<file path="config.mk">
export PLATFORM = sky130hd
export DESIGN_NAME = ahb_bus_matrix_arbiter_mi
export DESIGN_NICKNAME = d
export VERILOG_FILES = /design/src/rtl/ahb_bus_matrix_pkg.sv /design/src/rtl/ahb_bus_matrix_rr_pick.sv /design/src/rtl/ahb_bus_matrix_arbiter_mi.sv
export SDC_FILE = /design/constraint.sdc
export NUM_CORES = 1
export LEC_CHECK = 0
export CORE_MARGIN = 2
export CORE_UTILIZATION = 42
export DETAILED_ROUTE_END_ITERATION = 12
export PLACE_DENSITY = 0.79
export SKIP_CTS_REPAIR_TIMING = 1
export SLEW_MARGIN = 0
export SYNTH_ARGS = -nofsm -noshare
export SYNTH_HDL_FRONTEND = slang
export SYNTH_HIERARCHICAL = 1
export SYNTH_SLANG_ARGS = --single-unit
</file>
<file path="constraint.sdc">
create_clock -name HCLK -period 3.54 [get_ports HCLK]
set_input_delay 0.708 -clock HCLK [delete_from_list [all_inputs] [get_ports HCLK]]
set_output_delay 0.708 -clock HCLK [all_outputs]
set_load 0.01 [all_outputs]
</file>
<file path="src/rtl/ahb_bus_matrix_pkg.sv">
// Shared AHB definitions for the bus-matrix output-stage arbiter.
// HTRANS / HBURST codes and the burst-length helper.
package ahb_bus_matrix_pkg;

    typedef enum logic [1:0] {
        HTRANS_IDLE   = 2'b00,
        HTRANS_BUSY   = 2'b01,
        HTRANS_NONSEQ = 2'b10,
        HTRANS_SEQ    = 2'b11
    } htrans_e;

    typedef enum logic [2:0] {
        HBURST_SINGLE = 3'b000,
        HBURST_INCR   = 3'b001,
        HBURST_WRAP4  = 3'b010,
        HBURST_INCR4  = 3'b011,
        HBURST_WRAP8  = 3'b100,
        HBURST_INCR8  = 3'b101,
        HBURST_WRAP16 = 3'b110,
        HBURST_INCR16 = 3'b111
    } hburst_e;

    // Beats still to come after the NONSEQ of a fixed-length burst.
    function automatic logic [3:0] burst_beats(input logic [2:0] hburst);
        logic [3:0] beats;
        beats = 4'd0;
        case (hburst)
            HBURST_WRAP4,
            HBURST_INCR4:  beats = 4'd3;
            HBURST_WRAP8,
            HBURST_INCR8:  beats = 4'd7;
            HBURST_WRAP16,
            HBURST_INCR16: beats = 4'd15;
            default:       beats = 4'd0;
        endcase
        return beats;
    endfunction

endpackage

</file>
<file path="src/rtl/ahb_bus_matrix_rr_pick.sv">
// Combinational round-robin picker: first requester after 'last',
// wrapping modulo NUM_IN; 'none' when nobody requests.
module ahb_bus_matrix_rr_pick #(
    parameter int NUM_IN = 3,
    parameter int IDX_W  = 2
) (
    input  logic [NUM_IN-1:0] req,
    input  logic [IDX_W-1:0]  last,
    output logic [IDX_W-1:0]  idx,
    output logic              none
);

    // Scan from furthest to nearest so the nearest requester wins.
    always_comb begin
        logic [IDX_W-1:0] cand;
        idx  = last;
        none = 1'b1;
        cand = '0;
        for (int k = NUM_IN; k >= 1; k--) begin
            cand = IDX_W'((int'(last) + k) % NUM_IN);
            if (req[cand]) begin
                idx  = cand;
                none = 1'b0;
            end
        end
    end

endmodule

</file>
<file path="src/rtl/ahb_bus_matrix_arbiter_mi.sv">
// Round-robin arbiter for one bus-matrix output stage; holds the grant
// through bursts and locked sequences, tracks the data-phase owner.
module ahb_bus_matrix_arbiter_mi
    import ahb_bus_matrix_pkg::*;
#(
    parameter int NUM_IN = 3,
    parameter int IDX_W  = 2
) (
    input  logic                  HCLK,
    input  logic                  HRESET,
    input  logic [NUM_IN-1:0]     req_in,
    input  logic [2*NUM_IN-1:0]   trans_in,
    input  logic [3*NUM_IN-1:0]   burst_in,
    input  logic [NUM_IN-1:0]     mastlock_in,
    input  logic                  HREADYM,
    output logic [IDX_W-1:0]      addr_in_port,
    output logic                  no_port,
    output logic [IDX_W-1:0]      data_in_port,
    output logic                  data_valid,
    output logic [NUM_IN-1:0]     active_in
);

    logic [IDX_W-1:0] grant_reg;
    logic             no_port_reg;
    logic [3:0]       beat_cnt;
    logic             hold_lock;

    logic [1:0]       trans_a [NUM_IN];
    logic [2:0]       burst_a [NUM_IN];

    for (genvar i = 0; i < NUM_IN; i++) begin : g_unpack
        assign trans_a[i] = trans_in[2*i +: 2];
        assign burst_a[i] = burst_in[3*i +: 3];
    end

    logic [1:0]       own_trans;
    logic             own_cont;
    logic             own_term;
    logic             hold;
    logic [IDX_W-1:0] pick_idx;
    logic             pick_none;
    logic [IDX_W-1:0] next_grant;
    logic             next_no_port;

    ahb_bus_matrix_rr_pick #(
        .NUM_IN (NUM_IN),
        .IDX_W  (IDX_W)
    ) u_pick (
        .req  (req_in),
        .last (grant_reg),
        .idx  (pick_idx),
        .none (pick_none)
    );

    assign own_trans = trans_a[grant_reg];
    assign own_cont  = (own_trans == HTRANS_SEQ) ||
                       (own_trans == HTRANS_BUSY);
    // IDLE/NONSEQ from the owner ends any burst early.
    assign own_term  = (own_trans == HTRANS_IDLE) ||
                       (own_trans == HTRANS_NONSEQ);

    assign hold = !no_port_reg &&
                  (hold_lock || own_cont ||
                   ((beat_cnt != 4'd0) && !own_term));

    always_comb begin
        next_grant   = grant_reg;
        next_no_port = 1'b1;
        if (hold) begin
            next_grant   = grant_reg;
            next_no_port = 1'b0;
        end else if (!pick_none) begin
            next_grant   = pick_idx;
            next_no_port = 1'b0;
        end
    end

    // A stalled transfer freezes the selection.
    assign addr_in_port = HREADYM ? next_grant   : grant_reg;
    assign no_port      = HREADYM ? next_no_port : no_port_reg;

    always_comb begin
        active_in = '0;
        if (!no_port) begin
            active_in[addr_in_port] = 1'b1;
        end
    end

    logic [1:0] addr_trans;
    logic [2:0] addr_burst;
    logic       addr_lock;

    assign addr_trans = trans_a[addr_in_port];
    assign addr_burst = burst_a[addr_in_port];
    assign addr_lock  = mastlock_in[addr_in_port];

    always_ff @(posedge HCLK) begin
        if (HRESET) begin
            grant_reg    <= IDX_W'(NUM_IN - 1);
            no_port_reg  <= 1'b1;
            beat_cnt     <= 4'd0;
            hold_lock    <= 1'b0;
            data_in_port <= '0;
            data_valid   <= 1'b0;
        end else if (HREADYM) begin
            grant_reg    <= next_grant;
            no_port_reg  <= next_no_port;
            data_in_port <= addr_in_port;
            data_valid   <= !no_port;
            if (no_port) begin
                beat_cnt  <= 4'd0;
                hold_lock <= 1'b0;
            end else begin
                case (addr_trans)
                    HTRANS_NONSEQ: beat_cnt <= burst_beats(addr_burst);
                    HTRANS_SEQ: begin
                        if (beat_cnt != 4'd0) begin
                            beat_cnt <= beat_cnt - 4'd1;
                        end
                    end
                    HTRANS_IDLE:   beat_cnt <= 4'd0;
                    default:       beat_cnt <= beat_cnt;
                endcase
                if (!addr_lock) begin
                    hold_lock <= 1'b0;
                end else if (addr_trans != HTRANS_IDLE) begin
                    hold_lock <= 1'b1;
                end
            end
        end
    end

endmodule

</file>
==> impl_metrics.yaml <==
power_and_ir_drop:
  power_leakage_nw: 0.595
  p_per_area_nw_per_um2: 387
  vdd_drop_max_mv: 0.323
detailed_routing:
  drt_iter0_markers: 19
  drt_wl_total_um: 2410
  drt-wirelength-per-cell_um: 13.9
  ant_nets: 0
  dr.pass1.iters: 4
  drc_errors: 0
  via_per_inst: 5.50
  vias: 957
sta:
  worstMarginPinSlew_ns: 0.367
  hold_viol_final: 0
  rsz0062_at_grt: "yes"
  fin_skew_ns: 0.00718
  period_share: 0.937
  fmax_ghz: 0.302
  holdWs_ns: 0.484
  finalSetupViolations: 0
  report.final.slew_viol_count: 0
  max_slew_margin: 0.753
  timing.final.crit_period_ns: 3.32
die:
  rows: 15
  start_util: 0.460
  die_area_um2: 2300
  die_w_um: 47.9
  io_pins: 33
  die_h_um: 47.9
  core_area_um2: 1760
global_route:
  track_usage: 0.224
  grt_pass1_wl_um: 3630
  first_global_vias: 874
  antenna_found_initial: 0
  grt.overflow.total: 0
  grt_max_degree: 9
yosys:
  ys_ff_latch: 7
  syn_area_um2: 811
  synth-edff-count: 0
  yosysWarnings: 6
  postSynthAreaPerCell_um2: 7.65
  yosysSeqAreaShare: 0.173
  synthArstFlopShare: 0
  yosysUniqueCellTypes: 41
  synth_ff_type: "dfxtp_1"
  syn_nets: 134
  syn_inst: 106
worst_setup_path:
  crit_fanout: 5
  rrSetupSlack_ns: 0.92
  rr_worst_depth: 11
  r2r_start: "grant_reg[0]$_SDFF_PP0_"
  crit_chain: "inv_1 > ha_1 > a211oi_2 > a31oi_2 > nor2_1 > and2b_2 > a21boi_4 > a22oi_2 > inv_1 > nor3_1 > clkbuf_2"
  crit_top_cell: "inv_1"
  cpLargestDelayFamily: "compound AO/OA/AOI/OAI gates"
  cp_data_required_time_ns: 2.83
  cp-end-kind: "primary output"
  cp_num_buf_inv: 3
  r2r_end: "hold_lock$_SDFFE_PP0P_"
  crit_type: "flip-flop to primary output"
  startpoint_type: "flip-flop"
  critPathSlowestCell: "ha_1"
  arrival_ns: 2.61
  cpPeakStageDelay_ns: 0.36
status:
  status: "completed"
placement:
  place_inst: 170
  dp_hpwl_um: 1870
  portBuffers: 23
  placedInstanceArea_um2: 1160
  gp_congestion: 0.883
clocking:
  clk_pin_slew_ns: 0.06
  cts_inserted_buffers: 3
  cts_sinks: 7
  htreeDepth: 1
  clk_latency_ns: 0.26
  clockBufferDepth: 2
  root_buffer: "clkbuf_4"
  cts_tree: "built"
final_layout:
  drive_gt1_frac: 0.315
  finalNonFillerCells: 174
  nNetsFinal: 178
  area_growth_pct: 52.5
  nFillCells: 164
  stdcell_area_um2: 1240
  num_antenna_cells: 0
hold_path:
  min_from: "data_in_port[1]$_SDFFE_PP0P_"
  hold_end: "data_in_port[1]$_SDFFE_PP0P_"
  hp-class: "flip-flop to flip-flop"
  hold_depth: 2
run:
  maxCapViolCount: 0
[worst reg2reg max path, cell delays in order, from the launching register on]
cell,delay [ns]
dfxtp_2,0.35
inv_1,0.07
ha_1,0.36
a211oi_2,0.25
a31oi_2,0.07
nor2_1,0.16
and2b_2,0.28
a21boi_4,0.16
buf_4,0.16
and3b_1,0.17
o31a_1,0.24
nor4_1,0.28
[worst max path at each step]
stage                     cells past startpoint      endpoint               startpoint  slack [ns]
final                                        11  active_in[0]  grant_reg[0]$_SDFF_PP0_        0.22
after detailed placement                     12  active_in[0]                req_in[1]       -0.53
after CTS                                    12  active_in[0]                req_in[1]       -0.55
after global routing                         11  active_in[0]  grant_reg[0]$_SDFF_PP0_      0.0008
after global placement                       12  active_in[0]                req_in[1]       -0.47
after floorplan                              12  active_in[0]  grant_reg[0]$_SDFF_PP0_        0.36
[where the power goes]
group / internal [mW] / switching, mW
Clock: 0.0432 / 0.0318
Combinational: 0.154 / 0.145
Sequential: 0.0900 / 0.0141
[layer usage]
metal	wire (um)	share of wire	global-route usage	vias up
met5	0	0	0	-
met3	153	0.063	0.0679	3
met4	29	0.012	0.0432	0
li1	-	-	-	469
met1	1000	0.41	0.269	449
met2	1230	0.51	0.392	36
[cells by family after synthesis]
family,after synthesis,share of synthesized area
flops,7,0.173
buf+inv,14,0.127
mux,5,0.0617
simple gates,40,0.259
compound gates,36,0.318
fa+ha+maj,4,0.0617
[cell type report]
cell class | instances | area [um^2] | share of cell area
well taps | 25 | 31.3 | 0.0253
inverters | 10 | 37.5 | 0.0304
multi-input cells | 85 | 612 | 0.495
clock buffers | 4 | 26.3 | 0.0213
repair buffers | 43 | 388 | 0.314
flip-flops and latches | 7 | 141 | 0.114
[synthesized netlist by cell type (all sizes together) (2+ instances only)]
cell	number	area, um^2
nor2	12	52.6
a21oi	11	62.6
nand2	11	41.3
inv	10	37.5
dfxtp	7	140
o21ai	6	30.0
a31oi	5	31.3
mux2i	5	50.1
ha	4	50.1
nor3	4	20.0
a211oi	2	15.0
a21boi	2	18.8
and2b	2	15.0
buf	2	18.8
nand2b	2	15.0
nand3	2	15.0
o32ai	2	25.0
or2	2	12.5
[stage by stage]
step	TNS [ns]	util	setup slack (ns)	power, mW
finish	0	0.701	0.224	0.478
global route	0	0.701	0.000836	0.509
CTS	-2.39	0.671	-0.549	0.465
detailed placement	-2.26	0.656	-0.530	0.390
global placement	-2.21	0.656	-0.473	0.382
floorplan	0	-	0.364	0.272
[cells in the final DEF, fill, tap and decap left out, types with 2 or more instances in the layout]
cell	netlist	final
ha_2	0	2
or2_2	2	2
ha_1	4	2
mux2i_1	5	4
a31oi_1	5	4
o21ai_0	4	2
inv_1	10	10
dfxtp_1	7	6
nand2_1	11	11
buf_4	1	20
nor3_1	4	3
nor2_1	11	11
clkdlybuf4s50_1	0	14
a21oi_2	2	3
clkbuf_4	0	3
a21oi_1	9	8
o21ai_1	2	4
dlymetal6s2s_1	0	7
Power figures use the tool's default switching activity.
